## src/rtl/rvseed_inst_loader_pkg.sv

```systemverilog
// Shared constants and state encoding for the rvseed boot loader.
// Byte lanes per word and the loader FSM states live here so the core side can reuse them.
package rvseed_inst_loader_pkg;

  localparam int CPU_WIDTH          = 32;
  localparam int LDR_BYTES_PER_WORD = 4;

  typedef enum logic [1:0] {
    LDR_ST_IDLE  = 2'd0,
    LDR_ST_RECV  = 2'd1,
    LDR_ST_WRITE = 2'd2,
    LDR_ST_RUN   = 2'd3
  } ldr_state_t;

endpackage

```

## src/rtl/rvseed_inst_loader.sv

```systemverilog
// Boot loader: packs a little-endian byte stream into 32-bit words written to IMEM from address 0.
// 4th byte at N -> im_we at N+1, done/cpu_rst_n at N+2 for the last word; byte_ready low outside RECV.
module rvseed_inst_loader
  import rvseed_inst_loader_pkg::*;
#(
  parameter int ADDR_WIDTH = 8,
  parameter int DATA_WIDTH = CPU_WIDTH
) (
  input  logic                  clk,
  input  logic                  rst_n,
  input  logic                  start,
  input  logic [ADDR_WIDTH:0]   word_cnt,
  input  logic                  byte_valid,
  input  logic [7:0]            byte_data,
  output logic                  byte_ready,
  output logic                  im_we,
  output logic [ADDR_WIDTH-1:0] im_addr,
  output logic [DATA_WIDTH-1:0] im_wdata,
  output logic                  cpu_rst_n,
  output logic                  busy,
  output logic                  done,
  output logic                  err
);

  localparam int CW = ADDR_WIDTH + 1;
  localparam logic [CW-1:0] MAX_WORDS = {1'b1, {ADDR_WIDTH{1'b0}}};
  localparam logic [1:0]    LAST_LANE = 2'(LDR_BYTES_PER_WORD - 1);

  ldr_state_t            state, state_nxt;
  logic [CW-1:0]         count_q;
  logic [ADDR_WIDTH-1:0] word_idx;
  logic [1:0]            byte_idx;
  logic [23:0]           asm_q;

  logic start_zero, start_big, start_ok;
  logic hs, last_word;
  logic done_nxt, err_set, load;

  assign start_zero = start && (word_cnt == '0);
  assign start_big  = start && (word_cnt > MAX_WORDS);
  assign start_ok   = start && !start_zero && !start_big;
  assign hs         = byte_valid && byte_ready;
  // count_q is one bit wider than word_idx, so a full-memory load still matches on 2**ADDR_WIDTH-1
  assign last_word  = ({1'b0, word_idx} == (count_q - 1'b1));

  always_ff @(posedge clk) begin
    if (!rst_n) state <= LDR_ST_IDLE;
    else        state <= state_nxt;
  end

  always_comb begin
    state_nxt = state;
    done_nxt  = 1'b0;
    err_set   = 1'b0;
    load      = 1'b0;
    case (state)
      LDR_ST_IDLE: begin
        if (start_zero) begin
          state_nxt = LDR_ST_RUN;
          done_nxt  = 1'b1;
        end else if (start_big) begin
          err_set = 1'b1;
        end else if (start_ok) begin
          load      = 1'b1;
          state_nxt = LDR_ST_RECV;
        end
      end
      LDR_ST_RECV: begin
        if (hs && (byte_idx == LAST_LANE)) state_nxt = LDR_ST_WRITE;
      end
      LDR_ST_WRITE: begin
        if (last_word) begin
          state_nxt = LDR_ST_RUN;
          done_nxt  = 1'b1;
        end else begin
          state_nxt = LDR_ST_RECV;
        end
      end
      LDR_ST_RUN: begin
        if (start_big) begin
          err_set   = 1'b1;
          state_nxt = LDR_ST_IDLE;
        end else if (start_ok) begin
          load      = 1'b1;
          state_nxt = LDR_ST_RECV;
        end else if (start_zero) begin
          done_nxt = 1'b1;
        end
      end
      default: state_nxt = LDR_ST_IDLE;
    endcase
  end

  // Outputs are registered from the next state so they line up with the state they describe.
  always_ff @(posedge clk) begin
    if (!rst_n) begin
      byte_ready <= 1'b0;
      im_we      <= 1'b0;
      im_addr    <= '0;
      im_wdata   <= '0;
      cpu_rst_n  <= 1'b0;
      busy       <= 1'b0;
      done       <= 1'b0;
      err        <= 1'b0;
      count_q    <= '0;
      word_idx   <= '0;
      byte_idx   <= '0;
      asm_q      <= '0;
    end else begin
      byte_ready <= (state_nxt == LDR_ST_RECV);
      im_we      <= (state_nxt == LDR_ST_WRITE);
      busy       <= (state_nxt == LDR_ST_RECV) || (state_nxt == LDR_ST_WRITE);
      cpu_rst_n  <= (state_nxt == LDR_ST_RUN);
      done       <= done_nxt;

      if (err_set)   err <= 1'b1;
      else if (load) err <= 1'b0;

      if (load) begin
        count_q  <= word_cnt;
        word_idx <= '0;
        byte_idx <= '0;
      end

      if (hs) begin
        byte_idx <= byte_idx + 2'd1;
        case (byte_idx)
          2'd0:    asm_q[7:0]   <= byte_data;
          2'd1:    asm_q[15:8]  <= byte_data;
          2'd2:    asm_q[23:16] <= byte_data;
          default: begin
            im_wdata <= {byte_data, asm_q};
            im_addr  <= word_idx;
          end
        endcase
      end

      if ((state == LDR_ST_WRITE) && !last_word) word_idx <= word_idx + 1'b1;
    end
  end

endmodule

```

## config.mk

```make
export PLATFORM = sky130hd
export DESIGN_NAME = rvseed_inst_loader
export DESIGN_NICKNAME = d
export VERILOG_FILES = /design/src/rtl/rvseed_inst_loader_pkg.sv /design/src/rtl/rvseed_inst_loader.sv
export SDC_FILE = /design/constraint.sdc
export NUM_CORES = 1
export LEC_CHECK = 0
export ABC_AREA = 1
export CORE_ASPECT_RATIO = 0.5
export CORE_UTILIZATION = 50
export CTS_BUF_LIST = sky130_fd_sc_hd__clkbuf_8 sky130_fd_sc_hd__clkbuf_16
export CTS_CLUSTER_SIZE = 40
export DETAILED_ROUTE_END_ITERATION = 7
export PLACE_DENSITY_LB_ADDON = 0.3
export SYNTH_ARGS = -nofsm -noshare
export SYNTH_HDL_FRONTEND = slang
export SYNTH_SLANG_ARGS = --single-unit
```

## constraint.sdc

```tcl
create_clock -name clk -period 2.7 [get_ports clk]
set_input_delay 0.405 -clock clk [delete_from_list [all_inputs] [get_ports clk]]
set_output_delay 0.405 -clock clk [all_outputs]
set_load 0.01 [all_outputs]
```

==> metrics.cfg, run 1 <==
[worst_setup_path]
setup.worst_path.class = register to register
cpPeakStageDelay_ns = 0.34
worstPathMaxFanout = 5
crit_slowest_cell = dfxtp_1
path_depth = 13
path_buf_inv = 1
cp_common_cell = nand2_1
cp_data_required_time_ns = 2.98
r2r_cells = 13
crit_chain = inv_2, ha_1, nand2_1, nor2_2, nand2_1, nand2_1, nand2_1, nor2_4, nand4_1, nand2_1, nand2_1, ha_1, nor2_1
reg2reg_from = count_q[0]
cp-end-kind = register
r2r_slack_ns = 0.61
critPathTopFamily = simple AND/OR/NAND/NOR gates
r2r_end = busy
start_kind = register
cp.arrival_ns = 2.37

[pwr]
peakVddDrop_v = 0.000350
power_leakage_nw = 1.89
powerDensity_nw_per_um2 = 797

[cts]
cts_max_level = 3
cts_sinks = 91
clock_latency_ns = 0.34
root_buffer = clkbuf_16
clkTransAtPathRegs_ns = 0.07
cts_tree = built
cts_setup_buffers = 0
clock_path_buffers = 2
cts_hold_buf = 0
cts_buffers = 9
post_cts_resized = 0

[sta]
fin_crit_sh_pct = 77.5
min_period_ns = 2.09
tns_ns = 0
setup_viol = 0
hold_violations = 0
fmax_mhz = 478
worstMarginPinSlew_ns = 0.416
maxSlewViolCount = 0
worst_slew_margin_rel_pct = 72.2
rsz0062_at_grt = no
fin_skew_ns = 0.00636

[yosys]
synth_seq_cells = 91
synth_area_leaders = dfxtp_1 44%, nand2_1 12%, a21oi_1 10%, nand3_1 9.7%, ha_1 3.9%
yosysSeqAreaShare_pct = 44.2
synth_commonest_cells = 137 x nand2_1, 91 x dfxtp_1, 83 x a21oi_1, 80 x nand3_1, 28 x nor2_1
yosysUniqueCellTypes = 30
yosys_warnings = 0
synthArstFlopShare_pct = 0
synth_top_area_cell = dfxtp_1
synth_edf_count = 0
synth_cells = 558
syn_avg_cell_area_um2 = 7.39
yosysTopAreaCellShare_pct = 44.2
synthesis.nets = 592
syn_area_um2 = 4120
yosysMostFrequentCell = nand2_1
synthFlopType = dfxtp_1

[die]
fp.dieW_um = 130
dieArea_um2 = 8630
start_util_pct = 53.9
std_cell_rows = 22
die_h_um = 66.2
num_io_pins = 67
core_area_um2 = 7650

[layout]
drive_above_1_share_pct = 9.79
final_cells = 721
area_growth_pct = 25.6
num-nets-final = 642
antenna_cells = 0
fillCellCount = 687

[detailed_routing]
drtPass1Iterations = 4
vias_per_cell = 5.17
first_iter_violations = 232
routedWlPerCell_um = 13.3
antenna_left = 0
drc_errors = 0
num_vias = 3725
wl_um = 9590

[run_status]
status = completed

[min_path]
holdPathStages = 2
hold_start = im_wdata[23]
holdPathEnd = im_wdata[23]
hp-class = register to register

[global_routing]
antenna_found_initial = 0
grt_overflow = 0
grt_first_pass_wirelength_um = 15700
grt_pass1_vias = 3366
grt_max_degree = 71
grt_use_total_pct = 23.6

[placed_design]
hpwl_um = 6380
gp_congestion = 0.815
port_buffers = 66
dp.cells = 705

[run]
drv_cap = 0

==> metal layers <==
layer,GRT usage (%),wire length [um],vias up
met1,29.8,4570,1716
met5,0,0,-
met4,5.46,77,0
met3,6.72,374,8
li1,-,-,1944
met2,40.0,4560,57
==> placed cells by master (no fill, tap or decap), drive strengths merged <==
| cell type | instances |
|---|---|
| nand3b | 3 |
| or2 | 1 |
| o21a | 1 |
| clkinv | 6 |
| xnor2 | 2 |
| xor2 | 6 |
| ha | 13 |
| o211ai | 1 |
| buf | 8 |
| o21ai | 12 |
| nor3 | 2 |
| nand4 | 4 |
| nor2 | 34 |
| dfxtp | 91 |
| nand2 | 138 |
| clkdlybuf4s50 | 66 |
| a21oi | 85 |
| clkbuf | 9 |
| bufinv | 1 |
| inv | 40 |
| nand3 | 90 |
==> final cells by class <==
| class | instances | area, um^2 | share of cell area [%] |
|---|---|---|---|
| inverter | 40 | 150 | 2.90 |
| tap | 108 | 135 | 2.61 |
| sequential | 91 | 1820 | 35.2 |
| multi-input combinational | 392 | 2010 | 38.8 |
| clock buffer | 9 | 225 | 4.35 |
| timing repair buffer | 74 | 746 | 14.4 |
| clock inverter | 7 | 88.8 | 1.72 |
==> per-stage QoR <==
step | util, % | instance area (um^2) | setup WS, ns | hold slack, ns | power [mW]
floorplan | - | 4120 | 0.888 | 0.442 | 2.53
global placement | 63.6 | 4860 | 0.497 | 0.450 | 2.82
detailed placement | 63.6 | 4860 | 0.466 | 0.452 | 2.85
CTS | 67.7 | 5180 | 0.600 | 0.462 | 4.15
global route | 67.7 | 5180 | 0.433 | 0.480 | 4.39
finish | 67.7 | 5180 | 0.607 | 0.461 | 4.12
==> power breakdown <==
| group | total (mW) | leakage (nW) | switching, mW | internal (mW) |
|---|---|---|---|---|
| clock | 1.29 | 0.154 | 0.553 | 0.735 |
| combinational | 1.27 | 1.00 | 0.799 | 0.472 |
| sequential | 1.56 | 0.736 | 0.112 | 1.45 |
| total | 4.12 | 1.89 | 1.46 | 2.66 |
==> state kept, by name, indices dropped and copies added (netlist names) <==
name,cells
asm_q,24
im_we,1
state,2
byte_ready,1
word_idx,8
busy,1
byte_idx,2
cpu_rst_n,1
count_q,9
done,1
err,1
im_wdata,32
im_addr,8
==> worst max path at each step <==
stage                      end  slack, ns   startpoint
after floorplan           busy       0.89   count_q[0]
after global placement    busy       0.50  word_cnt[2]
after detailed placement  busy       0.47  word_cnt[2]
after CTS                 busy       0.60   count_q[0]
after global routing      busy       0.43   count_q[0]
final                     busy       0.61   count_q[0]
==> worst reg2reg max path: stages (launching register included) <==
cell	delay [ns]
dfxtp_1	0.34
inv_2	0.10
ha_1	0.23
nand2_1	0.13
nor2_2	0.15
nand2_1	0.07
nand2_1	0.06
nand2_1	0.08
nor2_4	0.14
nand4_1	0.15
nand2_1	0.11
nand2_1	0.09
ha_1	0.29
nor2_1	0.09
==> cells by family after synthesis <==
family          Yosys count  synth area share (%)
compound gates           99                  12.3
xor+xnor                  8                  1.70
fa+ha+maj                13                  3.95
buf+inv                  75                  7.04
flops                    91                  44.2
simple gates            272                  30.8
(Power assumes the default switching activity.)
==> run 2, diff against run 1 <==
--- a/config.mk
+++ b/config.mk
@@ -7,7 +7,7 @@
 export LEC_CHECK = 0
 export ABC_AREA = 1
 export CORE_ASPECT_RATIO = 0.5
-export CORE_UTILIZATION = 50
+export CORE_UTILIZATION = 48
 export CTS_BUF_LIST = sky130_fd_sc_hd__clkbuf_8 sky130_fd_sc_hd__clkbuf_16
 export CTS_CLUSTER_SIZE = 40
 export DETAILED_ROUTE_END_ITERATION = 7
==> constraint.sdc (replaced) <==
create_clock -name clk -period 1.87 [get_ports clk]
set_input_delay 0.2805 -clock clk [delete_from_list [all_inputs] [get_ports clk]]
set_output_delay 0.2805 -clock clk [all_outputs]
set_load 0.01 [all_outputs]
==> run 2 against run 1 <==
Against the previous run: sequential share of layout area is 1.9 points lower; final area is 5.9% higher; die area is 4.1% higher; setup slack worse by 0.57 ns; via count is 3.8% higher; sequential power is 45% higher; routed wire length is 4.3% higher; critical path depth stayed put; combinational power is 81% higher; fmax is 14% higher; core utilization is 0.59 points lower; global-route usage is 0.47 points lower; critical path type unchanged; critical endpoint unchanged; highest routed layer unchanged.
==> metrics.cfg, run 2 (synthesis results as in run 1) <==
[placed_design]
dp.cells = 738
gp_congestion = 0.864
hpwl_um = 6720
dpl_cell_area_um2 = 5100
port_buffers = 66

[cts]
cts_tree = built
clock_path_buffers = 2
root_buffer = clkbuf_16
clkTransAtPathRegs_ns = 0.07
cts_buffers = 9
cts_hold_buf = 0
cts_max_level = 3
clock_latency_ns = 0.35
cts_sinks = 91

[global_routing]
grt_use_total_pct = 23.2
grt_overflow = 0
grt_max_degree = 71
antenna_found_initial = 0
grt_first_pass_wirelength_um = 16100
grt_pass1_vias = 3374

[sta]
worst_slew_margin_rel_pct = 71.7
fin_crit_sh_pct = 97.9
rsz0062_at_grt = yes
setup_viol = 0
hold_violations = 0
worstMarginPinSlew_ns = 0.424
min_period_ns = 1.83
fmax_mhz = 546
maxSlewViolCount = 0
fin_skew_ns = 0.0105

[die]
core_area_um2 = 8170
start_util_pct = 50.4
num_io_pins = 67
std_cell_rows = 23
die_h_um = 67.5
fp.dieW_um = 133
dieArea_um2 = 8990

[detailed_routing]
drtPass1Iterations = 5
first_iter_violations = 205
wl_um = 10000
drc_errors = 0
antenna_left = 0
routedWlPerCell_um = 13.2
vias_per_cell = 5.10
num_vias = 3865

[layout]
antenna_cells = 0
drive_above_1_share_pct = 16.9
largest_register_ffs = 32
final_cell_mix = 130 x nand2_1, 88 x dfxtp_1, 83 x a21oi_1, 80 x nand3_1, 66 x clkdlybuf4s50_1
num-nets-final = 675
reg_top3 = im_wdata: 32 flops, asm_q: 24 flops, count_q: 9 flops
final_common_cell = nand2_1
area_growth_pct = 33.0
final_cells = 758
finish.instance_area_um2 = 5480
regMostFlops = im_wdata

[min_path]
holdPathStages = 2
hp-class = register to register

[worst_setup_path]
cp_data_required_time_ns = 2.10
cp-end-kind = register
crit_slowest_cell = dfxtp_2
r2r_cells = 13
cpPeakStageDelay_ns = 0.34
worstPathMaxFanout = 3
cp.arrival_ns = 2.06
crit_chain = inv_2, ha_4, inv_2, nand2_1, nand2_1, nor2_2, nand3_2, nor2_4, nand4_1, nand2_1, nand2_2, ha_4, nor2_2
cp_common_cell = nand2_1
setup.worst_path.class = register to register
start_kind = register

[run]
drv_cap = 0

[pwr]
power_leakage_nw = 2.05
peakVddDrop_v = 0.000562
powerDensity_nw_per_um2 = 1150

[run_status]
status = completed

-- run 2: cell count changes in the layout (fill, tap and decap cells not counted), sizes merged --
cell | previous run | this run
inv | 40 | 43
clkinvlp | 0 | 1
bufinv | 1 | 0
clkinv | 6 | 3
buf | 8 | 41
-- run 2: what timing repair did --
action,4_1_cts,5_1_grt
hold endpoints to repair,0,0
gates resized for setup,11,10
setup endpoints to repair,7,12
pin swaps,7,10
setup buffers,0,4
-- run 2: per-layer routing --
metal,up-vias,track usage (%),part of all wire [%]
met4,0,8.19,0.55
met3,4,5.33,4.6
met1,1797,29.2,46
met2,68,39.7,48
li1,1996,-,-
met5,-,0,0
-- run 2: power breakdown --
part | leakage, nW | switching, mW | internal (mW)
Combinational | 1.17 | 1.32 | 0.974
Clock | 0.140 | 0.826 | 0.924
Sequential | 0.737 | 0.153 | 2.10
-- run 2: path summary, 6_finish.rpt --
kind / start / to / slack, ns
worst max-delay path: count_q[0] / busy / 0.04
worst min-delay path: asm_q[21] / asm_q[21] / 0.46
worst max register to register: count_q[0] / busy / 0.04
worst min register to register: asm_q[21] / asm_q[21] / 0.46
-- run 2: critical path, delay by kind of cell, from the launching register on --
family | cells | cell delay [ns]
AND/OR/NAND/NOR | 9 | 0.77
adder cells (fa/ha/maj) | 2 | 0.53
flip-flops | 1 | 0.34
buffers and inverters | 2 | 0.08
-- run 2: area by class of cell --
cell class,instances,area [um^2]
repair buffers,107,1010
fillers,722,2690
well taps,112,140
multi-input cells,392,2070
clock inverters,7,57.6
flip-flops and latches,91,1830
inverters,40,150
clock buffers,9,225
-- run 2: through the flow --
step / hold slack [ns] / setup TNS, ns / utilization, % / setup WS (ns) / power [mW]
2_1_floorplan: 0.422 / 0 / - / 0.0577 / 3.65
3_3_place_gp: 0.449 / -2.33 / 62.4 / -0.203 / 4.27
3_5_place_dp: 0.453 / -3.65 / 62.4 / -0.269 / 4.32
4_1_cts: 0.463 / 0 / 66.3 / 0.000731 / 6.18
5_1_grt: 0.480 / -0.302 / 67.1 / -0.0794 / 6.67
6_report: 0.461 / 0 / 67.1 / 0.0388 / 6.30
